[config.mk]
export PLATFORM = sky130hd
export DESIGN_NAME = audio_sample_fifo
export DESIGN_NICKNAME = d
export VERILOG_FILES = /design/src/rtl/ks_audio_pkg.sv /design/src/rtl/req_edge_sync.sv /design/src/rtl/audio_sample_fifo.sv
export SDC_FILE = /design/constraint.sdc
export NUM_CORES = 1
export LEC_CHECK = 0
export CAP_MARGIN = 20
export CELL_PAD_IN_SITES_DETAIL_PLACEMENT = 1
export CELL_PAD_IN_SITES_GLOBAL_PLACEMENT = 2
export CORE_UTILIZATION = 39
export CTS_CLUSTER_DIAMETER = 40
export CTS_CLUSTER_SIZE = 16
export DETAILED_ROUTE_END_ITERATION = 8
export GPL_TIMING_DRIVEN = 0
export PLACE_DENSITY = 0.86
export SLEW_MARGIN = 10
export SYNTH_ARGS = -nofsm -noshare
export SYNTH_HDL_FRONTEND = slang
export SYNTH_SLANG_ARGS = --single-unit
[constraint.sdc]
create_clock -name clk_i -period 3.5 [get_ports clk_i]
set_input_delay 0.7 -clock clk_i [delete_from_list [all_inputs] [get_ports clk_i]]
set_output_delay 0.7 -clock clk_i [all_outputs]
set_load 0.01 [all_outputs]
[src/rtl/ks_audio_pkg.sv]
// Shared constants for the Karplus-Strong audio path.
// Contents:
//   AUDIO_DW  - sample width used between the string generator and I2S.
//   ERR_CNT_W - width of the saturating error counters.
//   clog2()   - ceil(log2(v)), used to size pointers and level registers.
package ks_audio_pkg;

  localparam int AUDIO_DW  = 8;
  localparam int ERR_CNT_W = 8;

  function automatic int clog2(input int v);
    int r;
    int x;
    r = 0;
    x = v - 1;
    while (x > 0) begin
      r++;
      x = x >> 1;
    end
    return r;
  endfunction

endpackage

[src/rtl/req_edge_sync.sv]
// Resynchronises an asynchronous request level and emits a one-cycle
// pulse on each rising edge. It is used for the I2S load request here and
// also for the SPI-driven pluck strobe.
// Ports:
//   clk_i   - system clock
//   rst_i   - synchronous reset, active high
//   d_i     - asynchronous request level
//   pulse_o - one-cycle pulse, high in the cycle after the edge reaches s1
module req_edge_sync (
  input  logic clk_i,
  input  logic rst_i,
  input  logic d_i,
  output logic pulse_o
);

  logic r_s0, r_s1, r_s2;

  // During reset every stage loads the live input. A level held high
  // across reset release then looks like "already seen" and gives no pulse.
  always_ff @(posedge clk_i) begin
    if (rst_i) begin
      r_s0 <= d_i;
      r_s1 <= d_i;
      r_s2 <= d_i;
    end else begin
      r_s0 <= d_i;
      r_s1 <= r_s0;
      r_s2 <= r_s1;
    end
  end

  assign pulse_o = r_s1 & ~r_s2;

endmodule

[src/rtl/audio_sample_fifo.sv]
// Sample buffer between the Karplus-Strong generator and the I2S
// transmitter. One sample is pushed per write strobe; one is popped per
// rising edge of the asynchronous I2S load request. Overflow and underflow
// are counted in saturating counters that are read back over SPI.
// Ports:
//   clk_i, rst_i  - clock, synchronous active-high reset
//   wr_en_i       - one-cycle push strobe
//   wr_data_i     - sample to push
//   rd_req_i      - async load request level, rising edge = one pop
//   clear_cnt_i   - clears both error counters
//   rd_data_o     - registered output sample
//   rd_valid_o    - one-cycle pulse when rd_data_o was updated by a pop
//   level_o       - occupancy 0..DEPTH
//   full_o        - level_o == DEPTH
//   empty_o       - level_o == 0
//   ovf_cnt_o     - dropped pushes, saturating
//   unf_cnt_o     - pops attempted while empty, saturating
module audio_sample_fifo
  import ks_audio_pkg::*;
#(
  parameter int DATA_WIDTH = AUDIO_DW,
  parameter int DEPTH      = 8,
  parameter int CNT_WIDTH  = ERR_CNT_W
) (
  input  logic                    clk_i,
  input  logic                    rst_i,
  input  logic                    wr_en_i,
  input  logic [DATA_WIDTH-1:0]   wr_data_i,
  input  logic                    rd_req_i,
  input  logic                    clear_cnt_i,
  output logic [DATA_WIDTH-1:0]   rd_data_o,
  output logic                    rd_valid_o,
  output logic [clog2(DEPTH):0]   level_o,
  output logic                    full_o,
  output logic                    empty_o,
  output logic [CNT_WIDTH-1:0]    ovf_cnt_o,
  output logic [CNT_WIDTH-1:0]    unf_cnt_o
);

  localparam int AW = clog2(DEPTH);
  localparam int LW = AW + 1;

  logic [DATA_WIDTH-1:0] r_mem [DEPTH];
  logic [AW-1:0]         r_wr_ptr, r_rd_ptr;
  logic [LW-1:0]         r_level;
  logic [DATA_WIDTH-1:0] r_rd_data;
  logic                  r_rd_valid;
  logic [CNT_WIDTH-1:0]  r_ovf_cnt, r_unf_cnt;

  logic w_pop, w_full, w_empty;
  logic w_push_ok, w_pop_ok, w_ovf, w_unf;

  req_edge_sync u_req_sync (
    .clk_i   (clk_i),
    .rst_i   (rst_i),
    .d_i     (rd_req_i),
    .pulse_o (w_pop)
  );

  assign w_full  = (r_level == LW'(DEPTH));
  assign w_empty = (r_level == '0);

  // A pop frees a slot in the same cycle, so a push into a full FIFO is
  // accepted when a pop coincides. No bypass: a pop on an empty FIFO is an
  // underflow even if a push lands in the same cycle.
  assign w_push_ok = wr_en_i & (~w_full | w_pop);
  assign w_pop_ok  = w_pop & ~w_empty;
  assign w_ovf     = wr_en_i & w_full & ~w_pop;
  assign w_unf     = w_pop & w_empty;

  // Storage is not reset; occupancy lives in r_level.
  always_ff @(posedge clk_i) begin
    if (!rst_i && w_push_ok) r_mem[r_wr_ptr] <= wr_data_i;
  end

  always_ff @(posedge clk_i) begin
    if (rst_i) begin
      r_wr_ptr   <= '0;
      r_rd_ptr   <= '0;
      r_level    <= '0;
      r_rd_data  <= '0;
      r_rd_valid <= 1'b0;
    end else begin
      r_rd_valid <= w_pop_ok;
      if (w_push_ok) r_wr_ptr <= r_wr_ptr + AW'(1);
      if (w_pop_ok) begin
        r_rd_data <= r_mem[r_rd_ptr];
        r_rd_ptr  <= r_rd_ptr + AW'(1);
      end
      case ({w_push_ok, w_pop_ok})
        2'b10:   r_level <= r_level + LW'(1);
        2'b01:   r_level <= r_level - LW'(1);
        default: r_level <= r_level;
      endcase
    end
  end

  // Clear wins over a same-cycle increment; increments stop at all-ones.
  always_ff @(posedge clk_i) begin
    if (rst_i || clear_cnt_i) begin
      r_ovf_cnt <= '0;
      r_unf_cnt <= '0;
    end else begin
      if (w_ovf && !(&r_ovf_cnt)) r_ovf_cnt <= r_ovf_cnt + CNT_WIDTH'(1);
      if (w_unf && !(&r_unf_cnt)) r_unf_cnt <= r_unf_cnt + CNT_WIDTH'(1);
    end
  end

  assign rd_data_o  = r_rd_data;
  assign rd_valid_o = r_rd_valid;
  assign level_o    = r_level;
  assign full_o     = w_full;
  assign empty_o    = w_empty;
  assign ovf_cnt_o  = r_ovf_cnt;
  assign unf_cnt_o  = r_unf_cnt;

endmodule

# Yosys cells after proc, flatten, opt, wreduce, memory -nomap -nowiden
# Memory sizes are Yosys's and may differ from the RTL's. A register that Yosys moved wholly into a read port is not among the register bits.
# Index checks and enable logic that the tools add are counted.
# W data, S select, Z words.
# classes
addsub	6
eq_ne	3
mux	5
bitwise	11
n_reduce_logical	11
# ops
cell	count
$add A8 B1 Y8 const B	2
$reduce_and A8 Y1	2
$pmux W4 S2	1
$add A3 B1 Y3 const B	2
$and A1 B1 Y1	6
$add A4 B1 Y4 const B	1
$eq A4 B4 Y1 const B	1
$logic_not A4 Y1	1
$mux W1	4
$not A1 Y1	4
$sub A4 B1 Y4 const B	1
$logic_and A1 B1 Y1	3
$logic_not A1 Y1	3
$eq A2 B1 Y1 const B	1
$eq A2 B2 Y1 const B	1
$reduce_bool A2 Y1	1
$logic_or A1 B1 Y1	1
$or A1 B1 Y1	1
# word_totals
reg_bits	30
ramBits	64
inputBits	13
output_inout_bits	31
wordCells	46
n_memories	1
# mem_list
name	depth	word_bits	rd	rd_clocked_by_memory_dff	write_ports	line_no	rtl
r_mem	8	8	1	1	1	audio_sample_fifo.sv:43	logic [DATA_WIDTH-1:0] r_mem [DEPTH];

# Depth between registers and ports, before layout
# Gate-level depths: netlist of the first run.
# depth
ltp_word	7
depth_mapped	11
ltp_nobuf	10

# By module
# A second synthesis of the first run with hierarchy kept.
# unflattened
hier_cells	296
hier_area_um2	4107.7
# by_module_without_submodules
mod	n_inst	cells_per_inst	area_each_um2	seq_area_each_um2
audio_sample_fifo	1	290	4018.9	2622.5
req_edge_sync	1	6	88.8	60.1

# Worst setup path after synthesis of the first run
# Ideal clock, no wire load.
# synth_timing
path_type	reg2reg
from	register r_level[0] (netlist: level_o[0])
to	register r_level[3] (netlist: level_o[3])
setup_time_ns	0.071
t_arrival_ns	2.742
required_ns	3.429
path_slack_ns	0.687
path_stages_with_launch	11
path_buffers	1
period_less_slack_ns	2.813
path_cell_list	dfxtp_1 -> or4_1 -> inv_2 -> nor2_1 -> buf_1 -> ha_1 -> ha_1 -> a21oi_1 -> a21oi_1 -> or4_1 -> a21oi_1
# synth_via
elab_cells_between_ends	13
classes_between	add/sub: 2; eq/ne: 3; mux: 1; bitwise: 5; reduce/logical: 2
# synth_rtl
element	line_no	rtl
from (decl)	audio_sample_fifo.sv:45	logic [LW-1:0] r_level;
from (signal assigned)	audio_sample_fifo.sv:91	2'b10: r_level <= r_level + LW'(1);
from (signal assigned)	audio_sample_fifo.sv:92	2'b01: r_level <= r_level - LW'(1);
from (signal assigned)	audio_sample_fifo.sv:93	default: r_level <= r_level;
$logic_not A4 Y1 (*)	audio_sample_fifo.sv:61	assign w_empty = (r_level == '0);
via empty_o	audio_sample_fifo.sv:35	output logic empty_o,
$not A1 Y1 (*)	audio_sample_fifo.sv:67	assign w_pop_ok = w_pop & ~w_empty;
$and A1 B1 Y1 (*)	audio_sample_fifo.sv:67	
via w_pop_ok	audio_sample_fifo.sv:51	logic w_push_ok, w_pop_ok, w_ovf, w_unf;
$eq A2 B1 Y1 / $eq A2 B2 Y1 (equally long branches)	audio_sample_fifo.sv:90	case ({w_push_ok, w_pop_ok})
$pmux W4 S2 / $reduce_bool A2 Y1 (equally long branches)	-	
# The timed path passes the listed nets; every way through them passes the cells marked *.
# A chain may end at the register's enable or synchronous reset.

# Worst setup path in the final report of the first run
# layout_timing
from	register r_level[0] (netlist: level_o[0])
to	register r_level[3] (netlist: level_o[3])
# layout_via
elab_cells_between_ends	13
classes_between	add/sub: 2; eq/ne: 3; mux: 1; bitwise: 5; reduce/logical: 2
# layout_rtl
element	line_no
$logic_not A4 Y1 (*)	audio_sample_fifo.sv:61
$not A1 Y1 (*)	audio_sample_fifo.sv:67
$and A1 B1 Y1 (*)	audio_sample_fifo.sv:67
via w_pop_ok	audio_sample_fifo.sv:51
$eq A2 B1 Y1 / $eq A2 B2 Y1 (equally long branches)	audio_sample_fifo.sv:90
$pmux W4 S2 / $reduce_bool A2 Y1 (equally long branches)	-
# Marked as above.

==> results of run 1 <==
## area by class of cell
type / count / share of cell area [%]
plain buffers: 15 / 1.35
clock buffers: 9 / 2.47
clock inverters: 7 / 1.72
inverters: 9 / 0.673
multi-input cells: 185 / 28.1
flip-flops and latches: 102 / 53.5
well taps: 136 / 3.39
repair buffers: 45 / 8.88
## power by group
part / leakage (nW) / switching, mW / total (mW) / internal, mW
sequential: 0.887 / 0.0386 / 1.36 / 1.32
combinational: 0.624 / 0.219 / 0.406 / 0.187
clock: 0.104 / 0.461 / 0.748 / 0.286
total: 1.62 / 0.719 / 2.52 / 1.80
## synth_stat cells (2+ instances only)
cell                        n  area (um^2)
sky130_fd_sc_hd__a21oi_1   16         80.1
sky130_fd_sc_hd__a31oi_1    2         12.5
sky130_fd_sc_hd__and3_1     3         18.8
sky130_fd_sc_hd__buf_1      2         7.51
sky130_fd_sc_hd__buf_2      3         15.0
sky130_fd_sc_hd__clkbuf_1   9         33.8
sky130_fd_sc_hd__dfxtp_1   38          761
sky130_fd_sc_hd__edfxtp_1  64         1920
sky130_fd_sc_hd__ha_1       7         87.6
sky130_fd_sc_hd__inv_1      8         30.0
sky130_fd_sc_hd__mux2i_1    4         40.0
sky130_fd_sc_hd__mux4_2    16          360
sky130_fd_sc_hd__nand2_1   14         52.6
sky130_fd_sc_hd__nand3_1   13         65.1
sky130_fd_sc_hd__nand4_1    5         31.3
sky130_fd_sc_hd__nor2_1    28          105
sky130_fd_sc_hd__nor3_1    13         65.1
sky130_fd_sc_hd__nor4_1     3         18.8
sky130_fd_sc_hd__o211ai_1   2         15.0
sky130_fd_sc_hd__o21ai_0   11         55.1
sky130_fd_sc_hd__o22ai_1    8         50.1
sky130_fd_sc_hd__o31ai_1    6         45.0
sky130_fd_sc_hd__or3_1      7         43.8
sky130_fd_sc_hd__or4_1      6         45.0
sky130_fd_sc_hd__xnor2_1    2         17.5
sky130_fd_sc_hd__xor2_1     4         35.0
## cell families (layout without fill, tap and decap cells)
logic type,Yosys count,in the layout
flops,102,102
compound gates,50,50
mux,20,20
xor+xnor,6,6
fa+ha+maj,8,8
simple gates,101,101
buf+inv,24,85
## per-stage QoR
stage	instances	setup WS, ns
after CTS	508	0.280
after global routing	508	0.112
final	508	0.321
after detailed placement	492	0.308
after global placement	490	-0.192
after floorplan	311	0.687
## per-layer routing
metal	global-route usage, %	vias up
met2	33.4	65
li1	-	1301
met1	22.3	1429
met3	3.53	21
met4	9.36	0
met5	0	-
## worst max-delay path by stage
stage	depth (start not counted)	from	to
after floorplan	10	level_o[0]$_SDFFE_PP0P_	level_o[3]$_SDFFE_PP0P_
after global placement	4	rst_i	r_mem[0][0]$_DFFE_PP_
after detailed placement	10	level_o[0]$_SDFFE_PP0P_	level_o[3]$_SDFFE_PP0P_
after CTS	10	level_o[0]$_SDFFE_PP0P_	level_o[3]$_SDFFE_PP0P_
after global routing	10	level_o[0]$_SDFFE_PP0P_	level_o[3]$_SDFFE_PP0P_
final	10	level_o[0]$_SDFFE_PP0P_	level_o[3]$_SDFFE_PP0P_
## registers in the layout, summed over array words and instances, names as in the netlist
name / cells
level_o: 4
r_mem: 64
rd_data_o: 8
u_req_sync.r_s1: 1
r_wr_ptr: 3
r_rd_ptr: 3
rd_valid_o: 1
unf_cnt_o: 8
u_req_sync.r_s0: 1
u_req_sync.r_s2: 1
ovf_cnt_o: 8
## worst reg2reg max path, stage by stage, from the launching register on
cell and delay, ns:
sky130_fd_sc_hd__dfxtp_1 0.38, sky130_fd_sc_hd__or4_1 0.62, sky130_fd_sc_hd__inv_2 0.19, sky130_fd_sc_hd__nor2_1 0.10
sky130_fd_sc_hd__buf_1 0.28, sky130_fd_sc_hd__ha_1 0.32, sky130_fd_sc_hd__ha_1 0.33, sky130_fd_sc_hd__a21oi_1 0.18
sky130_fd_sc_hd__a21oi_1 0.10, sky130_fd_sc_hd__or4_1 0.47, sky130_fd_sc_hd__a21oi_1 0.15
==> parameters.txt, run 1 <==
Parameter                              Value

Critical path
  Slowest stage cell on the critical path ... sky130_fd_sc_hd__or4_1
  Cell count of the worst reg-to-reg path ... 10
  Highest net fanout along the worst path ... 10
  Cells along the critical path ... or4_1, inv_2, nor2_1, buf_1, ha_1, ha_1, a21oi_1, a21oi_1, or4_1, a21oi_1
  Worst reg2reg endpoint ... level_o[3]$_SDFFE_PP0P_
  Data arrival at the endpoint of the critical path ... ~3.5 ns
  Max stage delay on crit path ... approximately 0.62 ns
  Total buffers and inverters traversed by the critical path ... 2
  CP Data Required Time ... between 3 and 4 ns
  Setup slack on the worst flop-to-flop path ... 0.32 ns
  Kind of end point of the critical path ... flop
  Family with the most delay on the worst path ... simple AND/OR/NAND/NOR gates
  Most repeated library cell on the critical path ... sky130_fd_sc_hd__a21oi_1
  Startpoint of the worst-slack reg-to-reg timing path ... level_o[0]$_SDFFE_PP0P_
  CP startpoint kind ... flop
  Setup CP Type ... flop to flop

Yosys
  Sequential-to-total area share from yosys stat ... between 60 and 70%
  Fraction of synthesized cell area in xor and xnor cells ... 1.26%
  Number of warnings issued by yosys ... 0
  Compound-Gate Fraction of Synth Area ... ~7%
  Simple-gate share of the synthesized area ... between 10% and 20%
  Synth async-reset ratio ... 0%
  Cells after synthesis ... around 310
  Number of nets in the synthesized netlist ... around 330
  Summed instance area of the synthesized netlist ... roughly 0.0042 mm^2
  Average size of a mapped cell ... about 13 um^2
  Proportion of synthesized area in mux cells ... around a tenth
  Largest family of logic cells by synthesized area ... simple AND/OR/NAND/NOR gates
  Number of synthesized flops with an enable pin ... 64
  Post-synthesis adder-cell area fraction ... 2.58%
  Most used DFF post-synth ... sky130_fd_sc_hd__edfxtp_1
  Total of flip-flops plus latches after synthesis ... slightly above 100
  Distinct cells, synth ... between 40 and 50

Route
  Average wire per cell in the routed design ... 19.5 um
  Iter 0 DRT Violations ... 131
  Routed met1 length ... 4130 um
  Antenna violation net count after detailed routing ... 0
  DR WL met2 ... roughly 5200 um
  Highest Signal Layer ... met4
  Vias post-DR ... 2816
  Routed vias/inst ... ~5.5
  Total Routed Length ... 9880 um
  DRC violations left ... 0
  Number of iterations in the first detailed-routing pass ... 4
  Routed wire length on met3 ... around 280 um

Power
  P per Cell Area ... approximately 500 mW/mm^2
  Maximum VDD drop ... roughly 0.00022 V
  Cell leakage power ... about 1.6 nW
  Power Total ... 2.52 mW

Clock network
  Post CTS Setup Buffer Count ... 0
  H-tree levels ... 3
  Worst skew pair latency ... ~0.38 ns
  Number of buffers added by the clock tree synthesis step ... 9
  Cts-stage hold buffer count ... 0
  Clock tree buffer depth ... 2
  Clock-pin slew of the registers on the worst-case setup and hold paths ... 0.11 ns
  Number of cells upsized or downsized after cts ... 0
  Cell at the root of the clock tree ... sky130_fd_sc_hd__clkbuf_8
  Total number of clock tree sinks ... 102
  Clock tree from TritonCTS ... built

Hold path
  Worst Hold End ... u_req_sync.r_s2$_DFF_P_
  Hold Crit Class ... flop to flop
  Cell depth of the worst min-delay path ... 2
  Launch instance of the worst min-delay path ... u_req_sync.r_s1$_DFF_P_

Finish
  Area added between synthesis and finish ... 20.5%
  Net count reported at finish ... ~390
  Area of the multi-input gates ... around 0.0014 mm^2
  Combined flip-flop and latch cell area ... between 0.002 and 0.003 mm^2
  Final Core Density ... about half
  Antenna fix cells ... 0
  Fillers ... around 1100
  Layout cell share with drive strength beyond 1 ... around an eighth
  Commonest cells after routing, fill and taps aside ... 64 x sky130_fd_sc_hd__edfxtp_1, 43 x sky130_fd_sc_hd__clkdlybuf4s50_1, 38 x sky130_fd_sc_hd__dfxtp_1
  Post-layout instance area ... 0.00502 mm^2
  Most common cell after layout, fill and taps aside ... sky130_fd_sc_hd__edfxtp_1

Floorplan
  Starting density of the core ... 40.3%
  FP Rows ... 37
  Vertical die dimension ... around 110 um
  Standard cell core area ... 0.0103 mm^2
  Total I/O pin count ... 44
  Die area ... around 0.011 mm^2
  Horizontal die dimension ... approximately 110 um

Place
  Cell area after placement ... approximately 0.0048 mm^2
  Weighted congestion at the end of routability-driven global placement ... approximately 0.78
  Half-perimeter wire length after placement ... approximately 7100 um
  Port Buffers ... 43

Timing
  Minimum period implied by the final worst setup slack ... approximately 3.2 ns
  Final setup TNS ... 0 ns
  Endpoints failing setup ... 0
  Final worst-path cycle share ... 90.8%
  Number of pins exceeding their max-slew limit in the final report ... 0
  Headroom to the max-slew limit ... about a third
  Tightest Pin Transition ... 0.983 ns
  Highest Clock Rate ... 315 MHz
  Worst clock skew ... ~0.011 ns
  Unrepaired setup endpoints after global routing ... false
  Worst hold-check slack ... between 0.4 and 0.5 ns
  Hold Violations, Final ... 0

GRT
  Antenna violations before repair ... 0
  Total grt overflow ... 0
  Pin count of the biggest net entering global routing ... 22
  Global-route wire length before repair ... ~16000 um
  Vias in the first global route ... about 3000
  Overall routing resource usage ... between 10% and 20%

Run
  Max-cap viol count ... 0

Status
  Status ... finished, final reports clean
Power figures use the tool's default switching activity.
==> inputs of run 2 (changes only) <==
--- a/config.mk
+++ b/config.mk
@@ -8,6 +8,7 @@
 export CAP_MARGIN = 20
 export CELL_PAD_IN_SITES_DETAIL_PLACEMENT = 1
 export CELL_PAD_IN_SITES_GLOBAL_PLACEMENT = 2
+export CORE_ASPECT_RATIO = 0.9
 export CORE_UTILIZATION = 39
 export CTS_CLUSTER_DIAMETER = 40
 export CTS_CLUSTER_SIZE = 16
==> run 2 against run 1 <==
Clock power increased by 35%. Cell count decreased by 0.98%. Critical path depth decreased by 1. Hold slack improved by 0.0060 ns. Maximum frequency up 6.2%. Sequential share of layout area down 0.89 points. Sequential cell count is the same. Combinational power grew 1%. Design area up 1.7%. Via count decreased by 1.8%. Critical path type unchanged. Critical endpoint unchanged. Largest cell class unchanged. Largest power group unchanged. Highest routed layer unchanged.
==> parameters.txt, run 2 (synthesized netlist as in run 1, its figures left out) <==
Parameter                              Value

GRT
  Pin count of the biggest net entering global routing ... 17 (-23%)
  Overall routing resource usage ... 19.1% (+0.077 points)
  Antenna violations before repair ... 0 (unchanged)
  Global-route wire length before repair ... 15700 um (+0.31%)
  Total grt overflow ... 0 (unchanged)
  Vias in the first global route ... 2871 (-3.3%)

Clock network
  Cell at the root of the clock tree ... sky130_fd_sc_hd__clkbuf_16
  Clock-pin slew of the registers on the worst-case setup and hold paths ... 0.07 ns (-0.04 ns)
  Clock tree from TritonCTS ... built
  H-tree levels ... 3 (unchanged)
  Total number of clock tree sinks ... 102 (unchanged)
  Worst skew pair latency ... 0.35 ns (-0.03 ns)
  Clock tree buffer depth ... 2 (unchanged)
  Number of buffers added by the clock tree synthesis step ... 9 (unchanged)

Critical path
  Most repeated library cell on the critical path ... sky130_fd_sc_hd__a21oi_1
  Setup slack on the worst flop-to-flop path ... 0.51 ns (+0.19 ns)
  Number of cells on the critical path ... 9 (-1)
  CP Data Required Time ... 3.77 ns (-0.04 ns)
  Total buffers and inverters traversed by the critical path ... 1 (-1)
  Data arrival at the endpoint of the critical path ... 3.27 ns (-0.22 ns)
  Cells along the critical path ... or4_1, inv_2, nor2_2, ha_1, ha_1, a21oi_1, a21oi_1, or4_1, a21oi_1
  Highest net fanout along the worst path ... 11 (+1)
  Setup CP Type ... flop to flop
  Slowest stage cell on the critical path ... sky130_fd_sc_hd__or4_1
  Family with the most delay on the worst path ... simple AND/OR/NAND/NOR gates
  Worst reg2reg endpoint ... level_o[3]$_SDFFE_PP0P_
  Cell count of the worst reg-to-reg path ... 9 (-1)
  Startpoint of the worst-slack reg-to-reg timing path ... level_o[0]$_SDFFE_PP0P_
  Kind of end point of the critical path ... flop
  Max stage delay on crit path ... 0.66 ns (+0.04 ns)
  CP startpoint kind ... flop

Floorplan
  FP Rows ... 35 (-5.4%)
  Die area ... 0.0111 mm^2 (about the same)
  Horizontal die dimension ... 111 um (+5.3%)
  Starting density of the core ... 40.5% (+0.13 points)
  Total I/O pin count ... 44 (unchanged)
  Vertical die dimension ... 100 um (-5.0%)
  Standard cell core area ... 0.0103 mm^2 (-0.32%)

Power
  Cell leakage power ... 1.66 nW (+2.7%)
  P per Cell Area ... 546 mW/mm^2 (+8.9%)
  Maximum VDD drop ... 0.000315 V (+45%)

Timing
  Minimum period implied by the final worst setup slack ... 2.99 ns (-0.186 ns)
  Endpoints failing setup ... 0 (unchanged)
  Final worst-path cycle share ... 85.5% (-5.3 points)
  Number of pins exceeding their max-slew limit in the final report ... 0 (unchanged)
  Tightest Pin Transition ... 0.994 ns (+0.0106 ns)
  Unrepaired setup endpoints after global routing ... false
  Worst clock skew ... 0.0132 ns (+0.00179 ns)
  Highest Clock Rate ... 334 MHz (+6.2%)
  Setup WS post-layout ... 0.507 ns (+0.186 ns)
  Headroom to the max-slew limit ... 33.5% (-0.71 points)
  Hold Violations, Final ... 0 (unchanged)

Finish
  Combined flip-flop and latch cell area ... 0.00268 mm^2 (unchanged)
  Count of non-filler cells in the finished layout ... 503 (-0.98%)
  Area added between synthesis and finish ... 22.5%
  Fillers ... 1069 (-0.47%)
  Layout cell share with drive strength beyond 1 ... 12.3% (-0.33 points)
  Area of the multi-input gates ... 0.00140 mm^2 (-0.89%)
  Most common cell after layout, fill and taps aside ... sky130_fd_sc_hd__edfxtp_1
  Number of flip-flops under the largest register name ... 64 (unchanged)
  Final Core Density ... 49.6% (+0.98 points)
  Largest reg by FF count ... r_mem
  Antenna fix cells ... 0 (unchanged)
  Commonest cells after routing, fill and taps aside ... 64 x sky130_fd_sc_hd__edfxtp_1, 43 x sky130_fd_sc_hd__clkdlybuf4s50_1, 38 x sky130_fd_sc_hd__dfxtp_1
  Net count reported at finish ... 390 (+0.52%)

Route
  Average wire per cell in the routed design ... 19.7 um (+1.2%)
  Total Routed Length ... 9910 um (+0.25%)
  Routed vias/inst ... 5.50 (-0.80%)
  DRC violations left ... 0 (unchanged)
  Iter 0 DRT Violations ... 119 (-9.2%)
  Antenna violation net count after detailed routing ... 0 (unchanged)
  Vias post-DR ... 2766 (-1.8%)
  Number of iterations in the first detailed-routing pass ... 4 (unchanged)

Hold path
  Hold Crit Class ... flop to flop
  Worst Hold End ... u_req_sync.r_s1$_DFF_P_
  Cell depth of the worst min-delay path ... 2 (unchanged)
  Launch instance of the worst min-delay path ... u_req_sync.r_s0$_DFF_P_

Place
  Port Buffers ... 43 (unchanged)
  Total placed cells including tap cells ... 488 (-0.81%)
  Half-perimeter wire length after placement ... 7020 um (-0.73%)
  Weighted congestion at the end of routability-driven global placement ... 0.801 (+2.2%)
  Post-place setup slack ... 0.255 ns (-0.0530 ns)

Status
  Status ... finished, final reports clean

Run
  Max-cap viol count ... 0 (unchanged)
## run 2: per-stage QoR
| step | area (um^2) | power [mW] | hold slack [ns] | setup TNS, ns |
|---|---|---|---|---|
| floorplan | 4160 | 1.62 | 0.415 | 0 |
| global placement | 4760 | 1.78 | 0.430 | -0.904 |
| detailed placement | 4800 | 1.80 | 0.460 | 0 |
| CTS | 5100 | 2.81 | 0.464 | 0 |
| global route | 5100 | 2.89 | 0.496 | 0 |
| finish | 5100 | 2.79 | 0.465 | 0 |
## run 2: tightest hold or removal path: cells and delay by family, from the launching register on
| kind | cells | cell delay (ns) |
|---|---|---|
| AOI/OAI and AO/OA | 1 | 0.07 |
| buffers and inverters | 1 | 0.04 |
| DFF | 1 | 0.30 |
## run 2: layer usage
metal	up-vias	share of wire [%]	track usage, %
met1	1388	44	23.6
met2	55	51	32.9
met3	13	3.7	5.19
met5	-	0	0
li1	1310	-	-
met4	0	1.4	5.64
## run 2: cell type report
type | instances | area share, %
buffer | 14 | 1.25
tap | 129 | 3.16
clock inverter | 5 | 1.13
clock buffer | 11 | 4.76
inverter | 9 | 0.662
sequential | 102 | 52.6
multi-input combinational | 185 | 27.3
timing repair buffer | 48 | 9.12
## run 2: worst max path at each step
stage | from | end | slack [ns]
2_1_floorplan | level_o[0]$_SDFFE_PP0P_ | level_o[3]$_SDFFE_PP0P_ | 0.69
3_3_place_gp | wr_en_i | r_mem[4][0]$_DFFE_PP_ | -0.08
3_5_place_dp | level_o[0]$_SDFFE_PP0P_ | level_o[3]$_SDFFE_PP0P_ | 0.25
4_1_cts | level_o[0]$_SDFFE_PP0P_ | level_o[3]$_SDFFE_PP0P_ | 0.23
5_1_grt | level_o[0]$_SDFFE_PP0P_ | level_o[3]$_SDFFE_PP0P_ | 0.22
6_report | level_o[0]$_SDFFE_PP0P_ | level_o[3]$_SDFFE_PP0P_ | 0.51
## run 2: repair_timing
action                                  4_1_cts  5_1_grt
hold buffers                                  0        0
resized for setup                             0        1
setup buffers                                 0        0
endpoints found under the setup margin        0        1
endpoints found under the hold margin         0        0
## run 2: power by group
| group | internal, mW | switching (mW) | total [mW] | leakage (nW) |
|---|---|---|---|---|
| logic | 0.187 | 0.223 | 0.410 | 0.632 |
| clock network | 0.574 | 0.440 | 1.01 | 0.140 |
| registers | 1.33 | 0.0373 | 1.36 | 0.887 |
| total | 2.09 | 0.700 | 2.79 | 1.66 |
==> inputs of run 3 (changes only) <==
==> constraint.sdc (replaced) <==
create_clock -name clk_i -period 3.5 [get_ports clk_i]
set_input_delay 0.875 -clock clk_i [delete_from_list [all_inputs] [get_ports clk_i]]
set_output_delay 0.875 -clock clk_i [all_outputs]
set_load 0.01 [all_outputs]
==> results of run 3 <==
Same layout as run 2 (identical final DEF). Status: finished, final reports clean.
Main changes from that run: setup slack after placement 0.255 ns -> 0.230 ns; setup slack after layout 0.507 ns -> 0.473 ns; end point of the critical path level_o[3]$_SDFFE_PP0P_ -> empty_o
